`src/rtl/fpu_ret_collect.sv`:
```
// -----------------------------------------------------------------------------
// fpu_ret_collect
//
// Gathers completion words from the three FP SIMD/shuffle lanes (u1, u3, u5)
// into an in-order FIFO. Up to three completions are captured per cycle. One
// entry drains per cycle to retire over a valid/ready handshake. IEEE
// exception flags of drained entries accumulate into a sticky CSR field.
//
// Parameters:
//   DEPTH      - FIFO entries (power of two, >= 8)
//   STALL_FREE - stall is raised when fewer free entries than this remain
//
// Ports:
//   clk, rst                        - clock, synchronous active-high reset
//   u{1,3,5}_ret / _ret_en / _II    - lane completion word, strobe, instr index
//   out_valid / out_ready           - head handshake toward retire
//   out_ret / out_II / out_unit     - head entry (unit: 0=u1, 1=u3, 2=u5)
//   stall                           - registered backpressure to issue
//   fl_we / fl_wdata                - CSR write of the flag field
//   fl_sticky                       - accumulated sticky NV,DZ,OF,UF,NX flags
//   count                           - occupancy
//   ovf                             - sticky overflow error
//
// Optional feature macro: FPU_RET_BYPASS_EN
//   When defined, a lone completion arriving at an empty FIFO is presented on
//   out_* in the same cycle and, if accepted, never occupies a slot.
// -----------------------------------------------------------------------------
module fpu_ret_collect #(
    parameter int DEPTH      = 16,
    parameter int STALL_FREE = 6
) (
    input  logic                     clk,
    input  logic                     rst,
    input  logic [13:0]              u1_ret,
    input  logic                     u1_ret_en,
    input  logic [9:0]               u1_II,
    input  logic [13:0]              u3_ret,
    input  logic                     u3_ret_en,
    input  logic [9:0]               u3_II,
    input  logic [13:0]              u5_ret,
    input  logic                     u5_ret_en,
    input  logic [9:0]               u5_II,
    output logic                     out_valid,
    input  logic                     out_ready,
    output logic [13:0]              out_ret,
    output logic [9:0]               out_II,
    output logic [1:0]               out_unit,
    output logic                     stall,
    input  logic                     fl_we,
    input  logic [4:0]               fl_wdata,
    output logic [4:0]               fl_sticky,
    output logic [$clog2(DEPTH):0]   count,
    output logic                     ovf
);

    localparam int AW = $clog2(DEPTH);
    localparam int CW = AW + 1;
    localparam int EW = 26;  // {unit[1:0], II[9:0], ret[13:0]}
    localparam logic [CW-1:0] DEPTH_C = CW'(DEPTH);
    localparam logic [CW-1:0] STALL_C = CW'(STALL_FREE);

    logic [EW-1:0] mem [DEPTH];
    logic [AW-1:0] wr_ptr, rd_ptr;

    logic [EW-1:0] w1, w3, w5;
    logic [EW-1:0] head;
    logic          fifo_pop, byp_pop, pop;
    logic [4:0]    pop_flags;
    logic          e1, e3, e5;
    logic [1:0]    slot3, slot5;
    logic          acc1, acc3, acc5, drop;
    logic [1:0]    n_acc;
    logic [CW-1:0] free_slots, count_next;

    assign w1 = {2'd0, u1_II, u1_ret};
    assign w3 = {2'd1, u3_II, u3_ret};
    assign w5 = {2'd2, u5_II, u5_ret};

    // A pop is judged on the pre-push occupancy, so an empty FIFO never pops.
    assign fifo_pop = (count != '0) && out_ready;

    // NOTE: every signal driven here gets a default first so no path through
    // the block leaves it unassigned, which would infer a latch.
    always_comb begin
        head      = mem[rd_ptr];
        out_valid = (count != '0);
        byp_pop   = 1'b0;
`ifdef FPU_RET_BYPASS_EN
        if ((count == '0) &&
            ((2'(u1_ret_en) + 2'(u3_ret_en) + 2'(u5_ret_en)) == 2'd1)) begin
            head      = u1_ret_en ? w1 : (u3_ret_en ? w3 : w5);
            out_valid = 1'b1;
            byp_pop   = out_ready;
        end
`endif
    end

    // Outputs read as zero while nothing is valid, which also covers reset.
    assign out_ret   = out_valid ? head[13:0]  : '0;
    assign out_II    = out_valid ? head[23:14] : '0;
    assign out_unit  = out_valid ? head[25:24] : '0;
    assign pop       = fifo_pop | byp_pop;
    assign pop_flags = pop ? out_ret[4:0] : 5'd0;

    // A bypassed completion is consumed directly and never written.
    assign e1 = u1_ret_en & ~byp_pop;
    assign e3 = u3_ret_en & ~byp_pop;
    assign e5 = u5_ret_en & ~byp_pop;

    // Lanes pack into consecutive slots in u1, u3, u5 order; a lane whose slot
    // lies beyond the free space this cycle is dropped and flags overflow.
    assign slot3      = 2'(e1);
    assign slot5      = 2'(e1) + 2'(e3);
    assign free_slots = DEPTH_C - count + CW'(fifo_pop);
    assign acc1       = e1 && (free_slots != '0);
    assign acc3       = e3 && (CW'(slot3) < free_slots);
    assign acc5       = e5 && (CW'(slot5) < free_slots);
    assign drop       = (e1 & ~acc1) | (e3 & ~acc3) | (e5 & ~acc5);
    assign n_acc      = 2'(acc1) + 2'(acc3) + 2'(acc5);
    assign count_next = count + CW'(n_acc) - CW'(fifo_pop);

    // NOTE: storage has no reset; contents are don't-care once the pointers
    // clear, and a write landing during reset is orphaned by that clear.
    always_ff @(posedge clk) begin
        if (acc1) mem[wr_ptr]              <= w1;
        if (acc3) mem[wr_ptr + AW'(slot3)] <= w3;
        if (acc5) mem[wr_ptr + AW'(slot5)] <= w5;
    end

    // NOTE: sequential state uses non-blocking assignments so every register
    // samples the pre-edge value of every other register.
    always_ff @(posedge clk) begin
        if (rst) begin
            wr_ptr    <= '0;
            rd_ptr    <= '0;
            count     <= '0;
            fl_sticky <= '0;
            ovf       <= 1'b0;
            stall     <= 1'b0;
        end else begin
            wr_ptr    <= wr_ptr + AW'(n_acc);
            rd_ptr    <= rd_ptr + AW'(fifo_pop);
            count     <= count_next;
            stall     <= (DEPTH_C - count_next) < STALL_C;
            ovf       <= ovf | drop;
            // A CSR write replaces the field but keeps the flags retiring now.
            fl_sticky <= fl_we ? (fl_wdata | pop_flags) : (fl_sticky | pop_flags);
        end
    end

endmodule

```
`config.mk`:
```
export PLATFORM = sky130hd
export DESIGN_NAME = fpu_ret_collect
export DESIGN_NICKNAME = d
export VERILOG_FILES = /design/src/rtl/fpu_ret_collect.sv
export SDC_FILE = /design/constraint.sdc
export NUM_CORES = 1
export LEC_CHECK = 0
export CORE_MARGIN = 10
export CORE_UTILIZATION = 53
export DETAILED_ROUTE_END_ITERATION = 10
export PLACE_DENSITY_LB_ADDON = 0.05
export REMOVE_ABC_BUFFERS = 1
export SYNTH_ARGS = -nofsm -noshare
export SYNTH_HDL_FRONTEND = slang
export SYNTH_SLANG_ARGS = --single-unit
```
`constraint.sdc`:
```
create_clock -name clk -period 13.01 [get_ports clk]
set_input_delay 1.9515 -clock clk [delete_from_list [all_inputs] [get_ports clk]]
set_output_delay 1.9515 -clock clk [all_outputs]
set_load 0.01 [all_outputs]
```
# Word level (Yosys, flattened, before mapping)
# Memory sizes are Yosys's and may differ from the RTL's. A register that Yosys moved wholly into a read port is not among the register bits.
# Cells that the tools add are included.
# op_classes
add_sub_neg	12
n_bitwise	11
magnitude_cmp	3
n_mux	12
reduce_logical	6
# ops
operator	count
two-way mux 14 bit	1
two-way mux 10 bit	1
two-way mux 5 bit	2
OR 5 bit	2
nonzero test 5 bit	2
subtractor 5 bit (first input constant)	2
adder 4 x 1 -> 4 bit	2
adder 4 x 2 -> 4 bit	2
two-way mux 1 bit	6
adder 5 x 1 -> 5 bit	1
adder 5 x 2 -> 5 bit	1
< comparator 1 x 5 -> 1 bit	1
< comparator 2 x 5 -> 1 bit	1
< comparator 5 x 3 -> 1 bit (second input constant)	1
subtractor 5 x 1 -> 5 bit	1
adder 1 x 1 -> 2 bit	2
logical AND 1 bit	4
two-way mux 4 bit	1
bitwise AND 1 bit	3
inverter 1 bit	3
OR 1 bit	3
adder 2 x 1 -> 2 bit	1
two-way mux 2 bit	1
# totals
n_memories	1
inputBits	84
ramBits	416
reg_bits	20
out_inout_bits	39
word_cells	51
# memory_table
memory	depth	width	read_ports	rd_clocked_by_memory_dff	wr	line_no	source
mem	16	26	1	1	3	62	logic [EW-1:0] mem [DEPTH];

# Depth between registers and ports, before layout
# logic_depth
ltp_word	11
mapped_depth	26
depth_no_buf	25

# Worst setup path before layout
# Ideal clock, no wire load.
# synth_path
path_type	input port to flip-flop
from	input out_ready
to	register stall
setup_ns	0.117
path_stages	19
t_arrival_ns	6.111
required_ns	12.893
path_slack_ns	6.782
path_cell_list	nand2_1 > ha_1 > inv_1 > ha_1 > or4b_1 > o311ai_4 > clkbuf_8 > a31oi_4 > buf_6 > inv_1 > fa_1 > ha_1 > inv_1 > ha_1 > inv_1 > fa_1 > ha_1 > xor3_1 > a32o_1
# synth_via
elab_chain_len	10
# synth_rtl
item	line_no	source
from (decl)	44	input logic out_ready,
logical AND 1 bit (*)	80	assign fifo_pop = (count != '0) && out_ready;
adder 5 x 1 -> 5 bit	114	assign free_slots = DEPTH_C - count + CW'(fifo_pop);
< comparator 1 x 5 -> 1 bit or nonzero test 5 bit (tied branches)	116, 115	
logical AND 1 bit, on equally long branches	116, 115	
adder 1 x 1 -> 2 bit	119	assign n_acc = 2'(acc1) + 2'(acc3) + 2'(acc5);
adder 2 x 1 -> 2 bit	119	
adder 5 x 2 -> 5 bit	120	assign count_next = count + CW'(n_acc) - CW'(fifo_pop);
subtractor 5 x 1 -> 5 bit (*)	120	
subtractor 5 bit (*)	144	stall <= (DEPTH_C - count_next) < STALL_C;
< comparator 5 x 3 -> 1 bit (*)	144	
to (signal assigned)	144	
to (decl)	48	output logic stall,
# Every way passes the cells marked *; elsewhere a longest branch is shown, timed or not.
# A chain may end at the register's enable or synchronous reset.

# Worst setup path after layout
# Ends and elaborated chain as after synthesis.

==> impl_metrics.tcl <==
set metrics [dict create \
    status "complete, no violations" \
    die_y_um 250 \
    postRouteAntennaNets 0 \
    drive_gt1_share_pct 48.7 \
    yosysWarningCount 0 \
    first_global_vias 17600 \
    worst_setup_path_start_kind "primary input" \
    cts_sinks 436 \
    synthXorXnorAreaFrac_pct 0.721 \
    power_density_nw_per_um2 187 \
    clockRootBuffer "clkbuf_16" \
    routabilityCongestion 0.837 \
    cts_made_buffers 52 \
    antenna_found_initial 4 \
    area_delta_synth_final_pct 10.2 \
    port_buffers 122 \
    vdd.ir_drop.worst_mv 0.136 \
    viasPerCell 6.60 \
    ys_ff_latch 436 \
    fin_skew_ns 0.0170 \
    num_rows 84 \
    tns_ns 0 \
    cp.arrival_ns 7.23 \
    synth_compound_area_share_pct 4.51 \
    synth_top_family_by_area "multiplexers" \
    fin_nets 1960 \
    grt_usage_pct 26.4 \
    async_flop_share_pct 0 \
    syn_inst 1822 \
    dieArea_sq_um 62300 \
    min_path_type "reg -> reg" \
    fin_crit_ns 6.74 \
    criticalPathCategory "in -> reg" \
    cp.required_ns 13.50 \
    worstSetupStartpoint "out_ready" \
    crit_path_end_kind "register" \
    ys.flop_type "edfxtp_1" \
    start_util_pct 53.4 \
    hold_buffers 0 \
    drv_cap 0 \
    cts_tree "yes" \
    setup_viol 0 \
    fillCellCount 4075 \
    synthDistinctLibCells 65 \
    vias 17000 \
    wirelength_um 83800 \
    h-tree-depth 2 \
    grt_pass1_wl_um 123000 \
    grt_max_degree 57 \
    synth_adder_area_share_pct 1.22 \
    overflow 0 \
    slew_violations 0 \
    seq_area_frac_synth_pct 45.0 \
    wire_per_inst_um 32.5 \
    worst_pin_slew_ns 1.22 \
    fmax_ghz 0.148 \
    hold_viol 0 \
    drt_iter0_drc 1729 \
    design.core.area_sq_um 52300 \
    relSlewSlack_pct 18.7 \
    hp-start "mem[11][25]$_SDFFE_PP1P_" \
    synth_edf_count 384 \
    synth_mux_area_share_pct 41.8 \
    cp_max_fo 24 \
    place_hpwl_um 45400 \
    ios 123 \
    rsz0062_at_grt "false" \
    p_leak_uw 0.0103 \
    utilization_pct 58.8 \
    insertion_delay_ns 0.61 \
    holdPathStages 1 \
    clk_path_buf_depth 3 \
    syn-cell-area_sq_um 28000 \
    post_cts_buffers 0 \
    clkTransAtPathRegs_ns 0.06 \
    synth_area_per_cell_sq_um 15.3 \
    r2r_cells 22 \
    post_cts_resized 0 \
    drc 0 \
    timing.rr.start "count[2]$_SDFF_PP0_" \
    synthSimpleGateAreaFrac_pct 2.38 \
    die_w_um 250 \
    firstDrtPassIters 5 \
    period_share_pct 51.8 \
]
[cells in the mapped netlist, types with 6 or more instances]
library cell / number / area share, %
buf_1: 8 / 0.11
nand2b_1: 9 / 0.20
nor2_1: 27 / 0.36
nand3_1: 10 / 0.18
nand3_2: 8 / 0.29
mux2_2: 574 / 23
a21oi_1: 15 / 0.27
xnor2_1: 9 / 0.28
edfxtp_1: 384 / 41
a22o_1: 6 / 0.19
nor2b_1: 6 / 0.13
and2_1: 22 / 0.49
buf_6: 21 / 0.85
bufbuf_16: 6 / 0.70
clkbuf_1: 88 / 1.2
o21a_1: 17 / 0.46
dlygate4sd3_1: 6 / 0.21
mux4_2: 125 / 10
buf_2: 49 / 0.88
inv_1: 26 / 0.35
a21boi_0: 9 / 0.24
dfxtp_1: 52 / 3.7
mux2_1: 152 / 6.1
mux2_4: 42 / 2.3
nand2_1: 27 / 0.36
a21bo_2: 15 / 0.54
a31oi_1: 7 / 0.16
a2111oi_4: 16 / 1.6
ha_1: 20 / 0.90
[logic make-up after synthesis]
| kind of cell | count (synthesis) |
|---|---|
| AO/OA/AOI/OAI | 117 |
| flip-flops | 436 |
| multiplexers | 898 |
| buffers and inverters | 208 |
| adder cells (fa/ha/maj) | 25 |
| XOR/XNOR | 17 |
| AND/OR/NAND/NOR | 121 |
[per-stage QoR]
step	instance area (sq um)	hold slack [ns]	worst slack [ns]	instances	total power, uW
floorplan	26800	0.420	5.44	1640	3590
global placement	29200	0.443	5.81	2486	4370
detailed placement	29200	0.448	5.71	2486	4410
CTS	30800	0.463	6.31	2579	5770
global route	30800	0.478	6.00	2579	5990
finish	30800	0.463	6.27	2580	5750
[area by class of cell]
class,count,area (sq um),share of cell area [%]
Timing Repair Buffer,158,1490,4.84
Antenna cell,1,2.50,0.00813
Inverter,26,97.6,0.317
Tap cell,688,861,2.80
Sequential cell,436,12600,40.9
Clock buffer,67,1390,4.51
Multi-Input combinational cell,1178,14200,46.2
Clock inverter,26,159,0.516
[report_power, final]
part	switching (uW)	leakage (uW)	internal [uW]	total [uW]
sequential	157	0.00393	1940	2090
clock	591	0.000764	767	1360
combinational	1220	0.00557	1080	2300
total	1970	0.0103	3780	5750
[flip-flops by register name (all words and copies together) (netlist names)]
name and cells:
wr_ptr 4, fl_sticky 5, mem 416, count 5, rd_ptr 4, ovf 1, stall 1
[worst max-delay path: stages]
cell and delay [ns]:
clkdlybuf4s50_1 0.46, nand2_1 0.07, ha_1 0.21, inv_1 0.06, ha_1 0.21, or4b_1 0.50, o311ai_4 0.11, buf_4 0.49
a31oi_4 0.42, inv_1 0.18, fa_1 0.47, ha_1 0.31, inv_1 0.06, ha_1 0.18, inv_1 0.07, fa_1 0.60
ha_1 0.21, xor3_1 0.42, a32o_1 0.23
[metal layers]
layer,global-route usage (%),up-vias,share of wire [%]
li1,-,7269,-
met1,36.5,8895,44
met2,40.6,719,45
met3,5.34,153,7.6
met4,9.26,4,3.4
met5,0,-,0.041
[worst paths after layout]
check / end / slack (ns)
setup / recovery: stall$_SDFF_PP0_ / 6.27
hold reg to reg: mem[11][25]$_SDFFE_PP1P_ / 0.46
hold / removal: mem[11][25]$_SDFFE_PP1P_ / 0.46
setup reg to reg: stall$_SDFF_PP0_ / 6.92
[cells in the final DEF, fill, tap and decap left out, drive strengths merged, types with 2 or more instances in the layout]
master | Yosys | layout
a221oi | 5 | 5
inv | 26 | 27
mux2 | 768 | 768
buf | 79 | 36
clkdlybuf4s50 | 0 | 122
edfxtp | 384 | 384
clkinv | 0 | 24
xor2 | 5 | 5
o22ai | 5 | 5
a21oi | 16 | 16
a2111oi | 19 | 19
and2 | 22 | 22
o21ai | 2 | 2
nor2 | 27 | 27
o21a | 17 | 17
fa | 4 | 4
nand2 | 28 | 28
a21bo | 16 | 16
clkbuf | 91 | 67
a41oi | 3 | 3
a21boi | 9 | 9
and3 | 2 | 2
xnor2 | 11 | 11
a31oi | 8 | 8
mux4 | 125 | 125
a21o | 2 | 2
ha | 20 | 20
dfxtp | 52 | 52
nor3 | 2 | 2
nor2b | 6 | 6
nand3 | 19 | 19
nand2b | 9 | 9
mux2i | 5 | 5
a22o | 6 | 6
o31a | 3 | 3
Power figures use the tool's default switching activity.
